$ cat config.mk
export PLATFORM = sky130hd
export DESIGN_NAME = pipe_hazard_ctrl_flat
export DESIGN_NICKNAME = d
export VERILOG_FILES = /design/src/rtl/pipe_hazard_ctrl_if.sv /design/src/rtl/pipe_hazard_ctrl.sv /design/src/flat_wrapper.sv
export SDC_FILE = /design/constraint.sdc
export NUM_CORES = 1
export LEC_CHECK = 0
export BUFFER_PORTS_ARGS = -buffer_cell sky130_fd_sc_hd__buf_2
export CORE_MARGIN = 5
export CORE_UTILIZATION = 52
export CTS_CLUSTER_SIZE = 30
export DETAILED_ROUTE_END_ITERATION = 6
export PLACE_DENSITY = 0.83
export SYNTH_ARGS = -nofsm -noshare
export SYNTH_HDL_FRONTEND = slang
export SYNTH_SLANG_ARGS = --single-unit
$ cat constraint.sdc
create_clock -name clk -period 5.9 [get_ports clk]
set_input_delay 0.295 -clock clk [delete_from_list [all_inputs] [get_ports clk]]
set_output_delay 0.295 -clock clk [all_outputs]
set_load 0.02 [all_outputs]
$ cat src/rtl/pipe_hazard_ctrl_if.sv
// ---------------------------------------------------------------------------
// pipe_hazard_ctrl_if
//   Bundles the hazard controller's pipeline-side signals.
//   master : pipeline datapath (drives stage information, receives controls)
//   slave  : pipe_hazard_ctrl (samples stage information, drives controls)
//   Stage information : src1, src2, two_src, exe_dest, exe_wb_en, mem_dest,
//                       mem_wb_en, mem_r_en, mem_w_en, branch_taken
//   Controls          : freeze_all, hazard_stall, flush_if2id, flush_id2exe,
//                       busy, stall_cnt
// ---------------------------------------------------------------------------
interface pipe_hazard_ctrl_if;
    logic [3:0]  src1;
    logic [3:0]  src2;
    logic        two_src;
    logic [3:0]  exe_dest;
    logic        exe_wb_en;
    logic [3:0]  mem_dest;
    logic        mem_wb_en;
    logic        mem_r_en;
    logic        mem_w_en;
    logic        branch_taken;
    logic        freeze_all;
    logic        hazard_stall;
    logic        flush_if2id;
    logic        flush_id2exe;
    logic        busy;
    logic [15:0] stall_cnt;

    modport master (
        output src1, src2, two_src, exe_dest, exe_wb_en, mem_dest, mem_wb_en,
               mem_r_en, mem_w_en, branch_taken,
        input  freeze_all, hazard_stall, flush_if2id, flush_id2exe, busy,
               stall_cnt
    );

    modport slave (
        input  src1, src2, two_src, exe_dest, exe_wb_en, mem_dest, mem_wb_en,
               mem_r_en, mem_w_en, branch_taken,
        output freeze_all, hazard_stall, flush_if2id, flush_id2exe, busy,
               stall_cnt
    );
endinterface

$ cat src/rtl/pipe_hazard_ctrl.sv
// ---------------------------------------------------------------------------
// pipe_hazard_ctrl
//   Pipeline hazard controller: freezes the whole pipeline for the duration
//   of a multi-cycle memory access, flushes IF/ID and ID/EXE on a taken
//   branch, and stalls the front end on a read-after-write dependency.
//   Ports:
//     clk : clock, all state on rising edge
//     rst : asynchronous active-high reset
//     hz  : pipe_hazard_ctrl_if.slave (stage information in, controls out)
//   Parameter:
//     WAIT_CYCLES : total cycles a memory access occupies MEM (2..8)
// ---------------------------------------------------------------------------
module pipe_hazard_ctrl #(
    parameter int unsigned WAIT_CYCLES = 4
) (
    input  logic               clk,
    input  logic               rst,
    pipe_hazard_ctrl_if.slave  hz
);

    typedef enum logic [0:0] {
        RUN      = 1'b0,
        MEM_WAIT = 1'b1
    } state_t;

    // First frozen cycle happens in RUN, the release cycle at count 0,
    // so MEM_WAIT is entered with WAIT_CYCLES-2 cycles still to freeze.
    localparam logic [2:0] WAIT_LOAD = 3'(WAIT_CYCLES - 32'd2);

    state_t      state_r;
    logic [2:0]  wait_cnt_r;
    logic        busy_r;
    logic [15:0] stall_cnt_r;

    logic        mem_acc_s;
    logic        raw_s;
    logic        freeze_s;
    logic        flush_s;
    logic        hazard_s;

    // A pending write to the register a source operand reads.
    function automatic logic dest_hit(
        input logic       wb_en,
        input logic [3:0] dest,
        input logic [3:0] src
    );
        return wb_en & (dest == src);
    endfunction

    // Memory request and read-after-write detection.
    always_comb begin
        mem_acc_s = hz.mem_r_en | hz.mem_w_en;
        raw_s     = dest_hit(hz.exe_wb_en, hz.exe_dest, hz.src1)
                  | dest_hit(hz.mem_wb_en, hz.mem_dest, hz.src1)
                  | (hz.two_src & (dest_hit(hz.exe_wb_en, hz.exe_dest, hz.src2)
                                 | dest_hit(hz.mem_wb_en, hz.mem_dest, hz.src2)));
    end

    // Freeze decision; in MEM_WAIT new requests are ignored, only the count matters.
    always_comb begin
        freeze_s = 1'b0;
        if (rst) begin
            freeze_s = 1'b0;
        end else begin
            case (state_r)
                RUN:      freeze_s = mem_acc_s;
                MEM_WAIT: freeze_s = (wait_cnt_r != 3'd0);
                default:  freeze_s = 1'b0;
            endcase
        end
    end

    // Priority: freeze hides flush (branch deferred), flush hides the hazard.
    always_comb begin
        flush_s  = 1'b0;
        hazard_s = 1'b0;
        if (rst || freeze_s) begin
            flush_s  = 1'b0;
            hazard_s = 1'b0;
        end else if (hz.branch_taken) begin
            flush_s  = 1'b1;
            hazard_s = 1'b0;
        end else begin
            flush_s  = 1'b0;
            hazard_s = raw_s;
        end
    end

    // Memory-access FSM with registered busy flag.
    always_ff @(posedge clk or posedge rst) begin
        if (rst) begin
            state_r    <= RUN;
            wait_cnt_r <= 3'd0;
            busy_r     <= 1'b0;
        end else begin
            case (state_r)
                RUN: begin
                    if (mem_acc_s) begin
                        state_r    <= MEM_WAIT;
                        wait_cnt_r <= WAIT_LOAD;
                        busy_r     <= 1'b1;
                    end else begin
                        state_r    <= RUN;
                        wait_cnt_r <= 3'd0;
                        busy_r     <= 1'b0;
                    end
                end
                MEM_WAIT: begin
                    if (wait_cnt_r != 3'd0) begin
                        state_r    <= MEM_WAIT;
                        wait_cnt_r <= wait_cnt_r - 3'd1;
                        busy_r     <= 1'b1;
                    end else begin
                        state_r    <= RUN;
                        wait_cnt_r <= 3'd0;
                        busy_r     <= 1'b0;
                    end
                end
                default: begin
                    state_r    <= RUN;
                    wait_cnt_r <= 3'd0;
                    busy_r     <= 1'b0;
                end
            endcase
        end
    end

    // Saturating count of cycles in which the pipeline did not advance.
    always_ff @(posedge clk or posedge rst) begin
        if (rst) begin
            stall_cnt_r <= 16'd0;
        end else if ((freeze_s || hazard_s) && (stall_cnt_r != 16'hFFFF)) begin
            stall_cnt_r <= stall_cnt_r + 16'd1;
        end else begin
            stall_cnt_r <= stall_cnt_r;
        end
    end

    assign hz.freeze_all   = freeze_s;
    assign hz.hazard_stall = hazard_s;
    assign hz.flush_if2id  = flush_s;
    assign hz.flush_id2exe = flush_s;
    assign hz.busy         = busy_r;
    assign hz.stall_cnt    = stall_cnt_r;

endmodule

$ cat src/flat_wrapper.sv
// flat-port wrapper written by rule: the top's interface ports become plain ports
module pipe_hazard_ctrl_flat 
#(
    parameter int unsigned WAIT_CYCLES = 4
)
  (clk, rst, hz_src1, hz_src2, hz_two_src, hz_exe_dest, hz_exe_wb_en, hz_mem_dest, hz_mem_wb_en, hz_mem_r_en, hz_mem_w_en, hz_branch_taken, hz_freeze_all, hz_hazard_stall, hz_flush_if2id, hz_flush_id2exe, hz_busy, hz_stall_cnt);
  pipe_hazard_ctrl_if hz_i ();
  input  logic clk;
  input  logic rst;
  input wire logic [$bits(hz_i.src1)-1:0] hz_src1;
  input wire logic [$bits(hz_i.src2)-1:0] hz_src2;
  input wire logic [$bits(hz_i.two_src)-1:0] hz_two_src;
  input wire logic [$bits(hz_i.exe_dest)-1:0] hz_exe_dest;
  input wire logic [$bits(hz_i.exe_wb_en)-1:0] hz_exe_wb_en;
  input wire logic [$bits(hz_i.mem_dest)-1:0] hz_mem_dest;
  input wire logic [$bits(hz_i.mem_wb_en)-1:0] hz_mem_wb_en;
  input wire logic [$bits(hz_i.mem_r_en)-1:0] hz_mem_r_en;
  input wire logic [$bits(hz_i.mem_w_en)-1:0] hz_mem_w_en;
  input wire logic [$bits(hz_i.branch_taken)-1:0] hz_branch_taken;
  output wire logic [$bits(hz_i.freeze_all)-1:0] hz_freeze_all;
  output wire logic [$bits(hz_i.hazard_stall)-1:0] hz_hazard_stall;
  output wire logic [$bits(hz_i.flush_if2id)-1:0] hz_flush_if2id;
  output wire logic [$bits(hz_i.flush_id2exe)-1:0] hz_flush_id2exe;
  output wire logic [$bits(hz_i.busy)-1:0] hz_busy;
  output wire logic [$bits(hz_i.stall_cnt)-1:0] hz_stall_cnt;
  assign hz_i.src1 = hz_src1;
  assign hz_i.src2 = hz_src2;
  assign hz_i.two_src = hz_two_src;
  assign hz_i.exe_dest = hz_exe_dest;
  assign hz_i.exe_wb_en = hz_exe_wb_en;
  assign hz_i.mem_dest = hz_mem_dest;
  assign hz_i.mem_wb_en = hz_mem_wb_en;
  assign hz_i.mem_r_en = hz_mem_r_en;
  assign hz_i.mem_w_en = hz_mem_w_en;
  assign hz_i.branch_taken = hz_branch_taken;
  assign hz_freeze_all = hz_i.freeze_all;
  assign hz_hazard_stall = hz_i.hazard_stall;
  assign hz_flush_if2id = hz_i.flush_if2id;
  assign hz_flush_id2exe = hz_i.flush_id2exe;
  assign hz_busy = hz_i.busy;
  assign hz_stall_cnt = hz_i.stall_cnt;
  pipe_hazard_ctrl #(.WAIT_CYCLES(WAIT_CYCLES)) u_core (.clk(clk), .rst(rst), .hz(hz_i));
endmodule
# After elaboration in Yosys (flattened, before gate mapping)
# Index checks and enable logic that the tools add are counted.
# totals
output_inout_bits	21
word_cells	36
romBits	0
input_bits	24
regBits	20
latch_bits	0
ramBits	0
memories	0
# classes
n_shift	0
magnitude_cmp	0
eq_ne	5
n_mul	0
n_reduce_logical	4
bitwise_logic	10
addsub	2
mux	12
div	0
# ops
operator	n
adder 16 x 1 -> 16 bit, second input constant	1
== test 4 bit	4
inequality test 16 bit, second input constant	1
2-to-1 mux 1 bit	7
case mux 3 bit (2 select lines)	1
AND 1 bit	5
bitwise OR 1 bit	4
case mux 1 bit (2 select lines)	2
2-to-1 mux 3 bit	1
nonzero test 3 bit	1
subtractor 3 x 1 -> 3 bit, second input constant	1
logical OR 1 bit	2
2-to-1 mux 2 bit	1
logical AND 1 bit	1
NOT 1 bit	1

# Logic depth before layout (Yosys ltp)
# depth
depth_word	9
depth_mapped	8
mapped_depth_nobuf	7

# Worst setup path before layout
# OpenSTA, ideal clock, no wires.
# synth_timing
path_type	register to register
from	register u_core.stall_cnt_r[6], in the netlist u_core.hz.stall_cnt[6]
to	register u_core.stall_cnt_r[1], in the netlist u_core.hz.stall_cnt[1]
slack_ps	3691
setup_ps	125
required_ps	5775
path_buffers	2
synth_period_minus_slack_ps	2209
arrival_time_ps	2084
path_stages_with_launch	8
path_cell_list	dfrtp_1 and3_4 nand4_4 or4_4 buf_6 and2_4 buf_6 mux2_4
# synth_via
elab_chain_len	2
# synth_lines
element	line	text
from (decl)	pipe_hazard_ctrl.sv:33	logic [15:0] stall_cnt_r;
from (signal assigned)	pipe_hazard_ctrl.sv:133	stall_cnt_r <= stall_cnt_r + 16'd1;
from (signal assigned)	pipe_hazard_ctrl.sv:135	stall_cnt_r <= stall_cnt_r;
inequality test 16 bit	pipe_hazard_ctrl.sv:132	end else if ((freeze_s || hazard_s) && (stall_cnt_r != 16'hFFFF)) begin
logical AND 1 bit	pipe_hazard_ctrl.sv:132	
# Every way passes these cells.
# A chain may end at the register's enable or synchronous reset.

# Final worst setup path
# layout_timing
from	register u_core.state_r
to	register u_core.stall_cnt_r[1], in the netlist u_core.hz.stall_cnt[1]
# layout_via
elab_chain_len	7
# layout_lines
element	line	text
from (decl)	pipe_hazard_ctrl.sv:30	state_t state_r;
from (signal assigned)	pipe_hazard_ctrl.sv:92	state_r <= RUN;
from (signal assigned)	pipe_hazard_ctrl.sv:99	state_r <= MEM_WAIT;
from (signal assigned)	pipe_hazard_ctrl.sv:103	state_r <= RUN;
NOT 1 bit	pipe_hazard_ctrl.sv:65	case (state_r)
case mux 1 bit (2 select lines) *	pipe_hazard_ctrl.sv:65	
2-to-1 mux 1 bit *	pipe_hazard_ctrl.sv:62	if (rst) begin
logical OR 1 bit	pipe_hazard_ctrl.sv:77	if (rst || freeze_s) begin
2-to-1 mux 1 bit	pipe_hazard_ctrl.sv:77	
logical OR 1 bit *	pipe_hazard_ctrl.sv:132	
logical AND 1 bit *	pipe_hazard_ctrl.sv:132	
# Every way passes the cells marked *; elsewhere a longest branch is shown, timed or not.

==> flow_metrics.env <==
export IMPL_status="complete, no violations"
export IMPL_grt_pass1_wl_um=4600
export IMPL_vias=1057
export IMPL_synth_yosys_warnings=0
export IMPL_fp_dieW_um=58.6
export IMPL_fin_area_sq_um=1470
export IMPL_syn_num_nets=149
export IMPL_grt_max_degree=22
export IMPL_route_detailed_drc=0
export IMPL_min_path_type="primary input to asynchronous set/reset pin"
export IMPL_die_h_um=58.6
export IMPL_p_per_area_nw_per_um2=336
export IMPL_setup_viol=0
export IMPL_multi_input_area_sq_um=679
export IMPL_p_total_mw=0.492
export IMPL_tritoncts="done"
export IMPL_clock_latency_ps=290
export IMPL_htree_levels=1
export IMPL_synth_mux_area_frac=0.0122
export IMPL_gp_congestion=0.812
export IMPL_hold_buffers=0
export IMPL_ys_ff_latch=20
export IMPL_synth_top_cell_area_share=0.408
export IMPL_start_util=0.549
export IMPL_timing_fmax_ghz=0.444
export IMPL_peakVddDrop_uv=333
export IMPL_synth_cell_type_count=34
export IMPL_drt_pass1_iter_count=4
export IMPL_yosys_area_share_simple=0.281
export IMPL_critPathKind="register to register"
export IMPL_antenna_found_initial=0
export IMPL_cp_required_ps=6090
export IMPL_dp_hpwl_um=2200
export IMPL_seqCellArea_sq_um=500
export IMPL_worstPathArrival_ps=2440
export IMPL_fill_cells=188
export IMPL_syn_area_per_cell_sq_um=9.89
export IMPL_wl_um=2710
export IMPL_finClkSkew_ps=8.25
export IMPL_cts_root_buf="clkbuf_4"
export IMPL_initialDrtViolationCount=40
export IMPL_io_pins=45
export IMPL_cts_reportedPaths_clkPinSlew_ps=100
export IMPL_worst_hold_slack_ps=135
export IMPL_viasPerCell=5.45
export IMPL_syn_to_final_growth_pct=19.5
export IMPL_wl_per_cell_um=14.0
export IMPL_max_slew_margin_rel=0.502
export IMPL_placed_area_sq_um=1440
export IMPL_worst_pin_slew_ps=746
export IMPL_ant_nets=0
export IMPL_crit_path_start_kind="register"
export IMPL_track_usage=0.174
export IMPL_endpoint_kind="register"
export IMPL_drv_slew=0
export IMPL_synth_top_area_cell="dfrtp_1"
export IMPL_power_leakage_nw=0.701
export IMPL_period_share=0.382
export IMPL_synth_top_family_by_area="simple AND/OR/NAND/NOR gates"
export IMPL_synth_xor_area_frac=0.193
export IMPL_design_core_area_sq_um=2230
export IMPL_num_antenna_cells=0
export IMPL_final_common_cell="buf_2"
export IMPL_finalHoldViolCount=0
export IMPL_fp_dieArea_sq_um=3430
export IMPL_final_cell_mix="44 x buf_2, 20 x dfrtp_1, 15 x xor2_1"
export IMPL_drive_gt1_frac=0.349
export IMPL_maxCapViolations=0
export IMPL_synthTopCellsByArea="dfrtp_1 41%, xor2_1 11%, xnor2_1 8.6%, nand2_1 3.7%, nand4_1 2.6%"
export IMPL_cts_path_max_buffers=2
export IMPL_layout_nets=193
export IMPL_r2r_setup_slack_ps=3650
export IMPL_fin_crit_ps=2250
export IMPL_synth_seq_area_share=0.408
export IMPL_utilization=0.656
export IMPL_grt_setup_unrepaired="no"
export IMPL_cts_sinks=20
export IMPL_synth_area_sq_um=1230
export IMPL_worstPathMaxFanout=14
export IMPL_numPortBuffers=44
export IMPL_synth_compound_area_share=0.0582
export IMPL_grt_pass1_vias=1036
export IMPL_post_cts_resized=0
export IMPL_grt_ovfl_total=0
export IMPL_num_rows=17
export IMPL_tns_ps=0
export IMPL_cts_inserted_buffers=3
export IMPL_synthCells=124
export IMPL_cts_setup_buffers=0
export IMPL_synthAdderAreaFrac=0.0102
-- flip-flops by register name, summed over array words and instances, names as in the netlist --
register and cells:
u_core.hz.stall_cnt 16, u_core.state_r 1, u_core.wait_cnt_r 3
-- worst max-delay path, stage by stage, from the launching register on --
cell and delay, ps:
dfrtp_1 440, nor3_1 230, a31oi_1 120, or3_4 370, o21bai_2 400, and2_4 280
mux2_4 300
-- report_power, final --
| group | internal (mW) | switching (mW) | total [mW] |
|---|---|---|---|
| sequential | 0.173 | 0.0397 | 0.213 |
| clock | 0.0237 | 0.0366 | 0.0603 |
| combinational | 0.0877 | 0.131 | 0.219 |
-- layer usage --
layer | GRT usage | routed length (um)
met1 | 0.212 | 1130
met2 | 0.305 | 1370
met3 | 0.0351 | 198
met4 | 0.0596 | 14
met5 | 0 | 0
-- Yosys cell counts, drive strengths merged --
library cell and number:
dfrtp 20, xor2 15, nand2 12, xnor2 12, a21oi 6, nand4 6, nor2 6, and3 5
nand3 5, nor3 5, nor4 5, a31oi 4, buf 4, nor3b 4, and2 3, inv 2
clkbuf 1, ha 1, mux2 1, nand2b 1, nand4bb 1, o21ai 1, o21bai 1, or2 1
or3 1, or4 1
-- path summary, 6_finish.rpt --
kind	startpoint	endpoint	cells after the start
min in group clk	hz_mem_r_en	u_core.wait_cnt_r[1]$_DFF_PP0_	3
worst min register to register	u_core.wait_cnt_r[0]$_DFF_PP0_	u_core.wait_cnt_r[0]$_DFF_PP0_	1
worst min-delay path	rst	u_core.state_r$_DFF_PP0_	2
worst max register to register	u_core.state_r$_DFF_PP0_	u_core.hz.stall_cnt[1]$_DFFE_PP0P_	6
worst max-delay path	u_core.state_r$_DFF_PP0_	u_core.hz.stall_cnt[1]$_DFFE_PP0P_	6
max in group asynchronous	rst	u_core.hz.stall_cnt[6]$_DFFE_PP0P_	2
-- layout make-up --
cell class                      count  area share
Multi-Input combinational cell     97       0.464
Sequential cell                    20       0.342
Timing Repair Buffer               44       0.150
Tap cell                           28      0.0239
Clock buffer                        3      0.0154
Inverter                            2     0.00512
-- through the flow --
step           instances  setup WS, ps
6_report             194          3650
5_1_grt              194          3450
4_1_cts              194          3630
3_5_place_dp         191          3640
3_3_place_gp         191          3730
2_1_floorplan        124          3690
-- kinds of logic after synthesis --
family | after synthesis
and+or+nand+nor | 56
xor gates and xnor gates | 27
DFF | 20
AOI/OAI and AO/OA | 12
buffers and inverters | 7
muxes | 1
adders and majority gates | 1
Note: power is estimated with default switching activity, not from simulation.
